`config.mk`:
```
export PLATFORM = sky130hd
export DESIGN_NAME = stream_ones_zeros_counter
export DESIGN_NICKNAME = d
export VERILOG_FILES = /design/src/rtl/stream_ones_zeros_counter.sv
export SDC_FILE = /design/constraint.sdc
export NUM_CORES = 1
export LEC_CHECK = 0
export ABC_CLOCK_PERIOD_IN_PS = 9300
export CAP_MARGIN = 20
export CORE_MARGIN = 1
export CORE_UTILIZATION = 55
export DETAILED_ROUTE_END_ITERATION = 10
export GPL_TIMING_DRIVEN = 0
export HOLD_SLACK_MARGIN = 0.03
export PLACE_DENSITY = 0.92
export REMOVE_ABC_BUFFERS = 1
export SYNTH_ARGS = -nofsm -noshare
export SYNTH_HDL_FRONTEND = slang
export SYNTH_SLANG_ARGS = --single-unit
```
`constraint.sdc`:
```
create_clock -name clk -period 9.3 [get_ports clk]
set_clock_uncertainty 0.15 [all_clocks]
set_input_delay 1.86 -clock clk [delete_from_list [all_inputs] [get_ports clk]]
set_output_delay 1.86 -clock clk [all_outputs]
set_load 0.01 [all_outputs]
```
`src/rtl/stream_ones_zeros_counter.sv`:
```
// stream_ones_zeros_counter: per-frame ones/zeros/word totals over a valid/ready word stream.
// Optional STREAM_ONES_ZEROS_PEAK_EN adds peak_ones, the largest single-word popcount in the frame.
module stream_ones_zeros_counter #(
    parameter int WIDTH       = 8,
    parameter int FRAME_WORDS = 16,
    parameter int CW          = $clog2(WIDTH*FRAME_WORDS+1),
    parameter int WW          = $clog2(FRAME_WORDS+1),
    parameter int PW          = $clog2(WIDTH+1)
) (
    input  logic             clk,
    input  logic             rst,
    input  logic             in_valid,
    output logic             in_ready,
    input  logic [WIDTH-1:0] in_data,
    input  logic             in_last,
    output logic             out_valid,
    input  logic             out_ready,
    output logic [CW-1:0]    ones_total,
    output logic [CW-1:0]    zeros_total,
    output logic [WW-1:0]    word_count
`ifdef STREAM_ONES_ZEROS_PEAK_EN
   ,output logic [PW-1:0]    peak_ones
`endif
);
    typedef enum logic {ACCUM, HOLD} state_t;
    state_t          r_state;
    logic            r_in_ready;
    logic            r_out_valid;
    logic [CW-1:0]   r_ones_total;
    logic [CW-1:0]   r_zeros_total;
    logic [WW-1:0]   r_word_count;
    logic [CW-1:0]   r_ones_acc;
    logic [WW-1:0]   r_words_acc;
    logic [PW-1:0]   w_pop;
    logic [CW-1:0]   w_ones;
    logic [WW-1:0]   w_words;
    logic [CW-1:0]   w_zeros;
    logic            w_end;
    always_comb begin
        w_pop = '0;
        for (int i = 0; i < WIDTH; i++) w_pop = w_pop + PW'(in_data[i]);
    end
    assign w_ones  = r_ones_acc + CW'(w_pop);
    assign w_words = r_words_acc + WW'(1);
    assign w_zeros = CW'(WIDTH) * CW'(w_words) - w_ones;
    assign w_end   = in_last || (w_words == WW'(FRAME_WORDS));
`ifdef STREAM_ONES_ZEROS_PEAK_EN
    logic [PW-1:0] r_peak;
    logic [PW-1:0] r_peak_ones;
    logic [PW-1:0] w_peak;
    assign w_peak    = (w_pop > r_peak) ? w_pop : r_peak;
    assign peak_ones = r_peak_ones;
    always_ff @(posedge clk) begin
        if (rst) begin
            r_peak      <= '0;
            r_peak_ones <= '0;
        end else if (r_state == ACCUM && in_valid) begin
            r_peak      <= w_end ? '0 : w_peak;
            r_peak_ones <= w_end ? w_peak : r_peak_ones;
        end
    end
`endif
    // Result registers load only at frame end so they stay frozen through HOLD.
    always_ff @(posedge clk) begin
        if (rst) begin
            r_state       <= ACCUM;
            r_in_ready    <= 1'b1;
            r_out_valid   <= 1'b0;
            r_ones_total  <= '0;
            r_zeros_total <= '0;
            r_word_count  <= '0;
            r_ones_acc    <= '0;
            r_words_acc   <= '0;
        end else if (r_state == ACCUM) begin
            if (in_valid && w_end) begin
                r_state       <= HOLD;
                r_in_ready    <= 1'b0;
                r_out_valid   <= 1'b1;
                r_ones_total  <= w_ones;
                r_zeros_total <= w_zeros;
                r_word_count  <= w_words;
                r_ones_acc    <= '0;
                r_words_acc   <= '0;
            end else if (in_valid) begin
                r_ones_acc    <= w_ones;
                r_words_acc   <= w_words;
            end
        end else if (out_ready) begin
            r_state     <= ACCUM;
            r_in_ready  <= 1'b1;
            r_out_valid <= 1'b0;
        end
    end
    assign in_ready    = r_in_ready;
    assign out_valid   = r_out_valid;
    assign ones_total  = r_ones_total;
    assign zeros_total = r_zeros_total;
    assign word_count  = r_word_count;
endmodule

```
# Yosys cells after proc, flatten, opt, wreduce, memory -nomap -nowiden
# Index checks and enable logic that the tools add are counted.
# word_totals
ff_bits	37
input_bits	13
out_inout_bits	23
wordCells	41
# classes
add_sub_neg	10
eq_ne	2
n_mux	13
n_bitwise	1
n_reduce_logical	7
# op_table
cell	n
adder 4 x 1 -> 4 bit	4
two-way mux 8 bit	2
two-way mux 5 bit	2
two-way mux 1 bit	9
adder 8 x 4 -> 8 bit	1
subtractor 8 bit	1
AND reduction 2 bit	3
adder 5 x 1 -> 5 bit, second input constant	1
== test 5 bit, second input constant	1
adder 3 x 1 -> 4 bit	1
nonzero test 2 bit	2
adder 2 x 1 -> 3 bit	1
adder 1 x 1 -> 2 bit	1
!= test 2 bit, second input constant	1
logical AND 1 bit	1
logical OR 1 bit	1
NOT 1 bit	1

# Logic depth before layout (Yosys ltp)
# depth
word_depth	10
depth_mapped	19
depth_no_buf	19

# Least setup slack after synthesis
# OpenSTA, ideal clock, no wires.
# synth_path
path_type	input to register
from	input port in_data[0]
to	register r_zeros_total[7] (netlist: zeros_total[7])
setup_ns	0.128
arrival_ns	5.601
required_time_ns	9.022
setup_slack_ns	3.421
cell_stages	17
path_buffers	0
cell_sequence	fa_1 > inv_1 > fa_1 > fa_1 > fa_1 > fa_1 > nor2b_1 > o21ai_0 > nand2b_1 > and3_1 > xnor2_1 > ha_1 > or3_1 > o211ai_1 > nor2_1 > nand3_1 > o221ai_2
# synth_between
elab_chain_len	9
# synth_rtl
item	line_no	rtl
from (decl)	14	input logic [WIDTH-1:0] in_data,
adder 1 x 1 -> 2 bit	41	for (int i = 0; i < WIDTH; i++) w_pop = w_pop + PW'(in_data[i]);
adder 2 x 1 -> 3 bit	41	
adder 3 x 1 -> 4 bit	41	
adder 4 x 1 -> 4 bit (4 in series)	41	
adder 8 x 4 -> 8 bit	43	assign w_ones = r_ones_acc + CW'(w_pop);
subtractor 8 bit	45	assign w_zeros = CW'(WIDTH) * CW'(w_words) - w_ones;
to (signal assigned)	80	r_zeros_total <= w_zeros;
to (decl)	30	logic [CW-1:0] r_zeros_total;
# No other way between the ends.
# A chain may end at the register's enable or synchronous reset.

# Worst setup path after layout
# Ends and elaborated chain as after synthesis.

==> impl_metrics.toml <==
[final_layout]
fin_cells = 309
post-route-util = 0.701
area_growth_pct = 21.5
fillers = 295
layout-drive-gt1-share = 0.0996
nets = 291
antenna_cells = 0

[floorplan]
die_w_um = 64.0
coreArea_sq_um = 3660
num_rows = 22
start_util = 0.577
die_area_sq_um = 4090
die-height_um = 64.0
ioPinCount = 36

[routing]
drc = 0
avgRoutedWirePerCell_um = 13.0
postRouteAntennaNets = 0
num_vias = 1627
routed_wl_mm = 4.03
dr.pass1.iters = 4
drtIter0Drc = 88
avgViaCountPerCell = 5.27

[pwr]
power_density_nw_per_um2 = 189
vdd_drop_max_mv = 0.146
leakage_nw = 1.04
finalPower_mw = 0.484

[clocking]
hold_buffers = 0
cts_tree = "built"
cts_sinks = 36
ctsResizeCount = 0
clkLatencyLatePin_ns = 0.30
cts_buffer_depth = 2
cts.htree.levels = 2
numCtsBuffers = 5
cts_setup_buffers = 0
ctsRootBufferMaster = "clkbuf_8"
clk_pin_slew_ns = 0.08

[yosys]
synthArstFlopShare = 0
syn_area_per_cell_sq_um = 9.26
synthCells = 228
synth_ff_type = "dfxtp_1"
ys_warn_count = 0
synth_enable_flop_cells = 0
ys_types = 41
ys_seq_elements = 36
yosysSeqAreaShare = 0.341
synth_area_sq_um = 2110

[hold_path]
hold_depth = 1
hold_class = "reg -> reg"

[global_routing]
grt_pass1_wl_mm = 6.96
grt_overflow_total = 0
grt_pass1_vias = 1603
grt_max_degree = 34
grt_util_all_layers = 0.221
antenna_found_initial = 0

[setup_path]
cp_cell_sequence = "clkdlybuf4s50_1 -> fa_1 -> inv_1 -> fa_1 -> fa_1 -> fa_1 -> fa_1 -> nor2b_1 -> o21ai_0 -> nand2b_1 -> and3_1 -> xnor2_1 -> ha_1 -> or3_1 -> o211ai_1 -> nor2_1 -> nand3_1 -> o221ai_2"
path_common_cell = "fa_1"
slowest_stage = "fa_1"
critical_path_class = "in -> reg"
worstPathRequired_ns = 9.33
crit_path_max_fanout = 5
worstRegToRegCells = 16
worstSetupEndpointType = "register"
startpoint_type = "input port"
path_buf_inv = 2
arrival_ns = 6.30
worst-path-stages = 18
cp_top_family = "adder cells"
cpPeakStageDelay_ns = 0.54

[sta]
fin_setup_tns_ns = 0
finalSetupViolCount = 0
fin_hold_ws_ns = 0.320
slew_headroom = 0.600
fin_crit_ns = 6.28
fmax_ghz = 0.159
final-max-slew-violation-count = 0
post-route-period-util = 0.675
worst_pin_slew_ns = 0.599
final_hold_viol_count = 0
rsz0062_at_grt = "false"

[placement]
io_buffers = 35
gp_congestion = 0.825
dpl.hpwl_mm = 2.95
place_inst = 301

[flow_run]
maxCapViolCount = 0

[run_status]
status = "completed"
-- area by class of cell --
type | count | area, sq um | share of cell area
flip-flops and latches | 36 | 721 | 0.281
clock buffers | 5 | 68.8 | 0.0268
repair buffers | 36 | 378 | 0.147
inverters | 17 | 63.8 | 0.0249
multi-input cells | 164 | 1230 | 0.480
well taps | 48 | 60.1 | 0.0234
clock inverters | 3 | 42.5 | 0.0166
-- state kept, by name (all words and copies together) (netlist names) --
signal / flops
word_count: 5
r_ones_acc: 8
r_state: 1
r_words_acc: 5
in_ready: 1
ones_total: 8
out_valid: 1
zeros_total: 7
-- worst register-to-register path: cells and delay by family (launching register included) --
| family | cells | cell delay [ns] |
|---|---|---|
| xor gates and xnor gates | 1 | 0.10 |
| adders and majority gates | 5 | 2.05 |
| and+or+nand+nor | 6 | 1.00 |
| buffers and inverters | 1 | 0.07 |
| AOI/OAI and AO/OA | 3 | 0.30 |
| DFF | 1 | 0.34 |
-- synth_stat cells, types with 3 or more instances --
master	number	area (sq um)
nand2b_1	5	31.3
dfxtp_1	36	721
clkbuf_1	4	15.0
nor2_2	5	31.3
buf_6	4	45.0
a21oi_1	12	60.1
nor2_1	34	128
o21ai_0	7	35.0
xor2_1	11	96.3
a211oi_2	7	87.6
nor2b_1	5	31.3
fa_1	5	100
nand3_1	3	15.0
mux2i_1	13	130
xnor2_1	11	96.3
ha_1	13	163
inv_1	17	63.8
nand2_1	10	37.5
-- where the power goes --
part	total, mW	internal [mW]	switching (mW)
Clock	0.141	0.0793	0.0616
Sequential	0.174	0.167	0.00720
Combinational	0.169	0.0790	0.0901
-- metrics by stage --
step                      setup WS, ns  instance area [sq um]
after detailed placement          2.70                   2450
after global placement            2.75                   2430
after global routing              2.76                   2560
after floorplan                   3.43                   2020
final                             3.02                   2560
after CTS                         2.99                   2560
-- layout by cell type, fill, tap and decap left out, drive strengths merged, types with 2 or more instances in the layout --
master	netlist	routed
nor2	39	39
dfxtp	36	36
clkdlybuf4s50	0	35
inv	17	17
mux2i	13	13
ha	13	13
a21oi	13	13
xor2	11	11
xnor2	11	11
nand2	10	10
o21ai	7	7
a211oi	7	7
nor2b	5	5
nand2b	5	5
fa	5	5
clkbuf	4	5
nand3	4	4
o211ai	2	2
nor3b	2	2
-- per-layer routing --
layer	wire length (um)	vias up	track usage
met5	0	-	0
met3	168	3	0.0589
met2	1980	40	0.391
li1	-	820	-
met1	1840	764	0.259
met4	42	0	0.0653
-- kinds of logic after synthesis --
| family | share of synthesized area |
|---|---|
| DFF | 0.341 |
| AOI/OAI and AO/OA | 0.138 |
| adders and majority gates | 0.124 |
| buffers and inverters | 0.0753 |
| muxes | 0.0616 |
| xor gates and xnor gates | 0.0913 |
| and+or+nand+nor | 0.168 |
-- final timing paths --
check | startpoint | endpoint | slack, ns
hold / removal | out_valid | out_valid | 0.32
setup / recovery | in_data[0] | zeros_total[7] | 3.02
hold reg to reg | out_valid | out_valid | 0.32
setup reg to reg | r_ones_acc[0] | zeros_total[7] | 5.16
No activity file was read; power rests on OpenSTA's default activity.
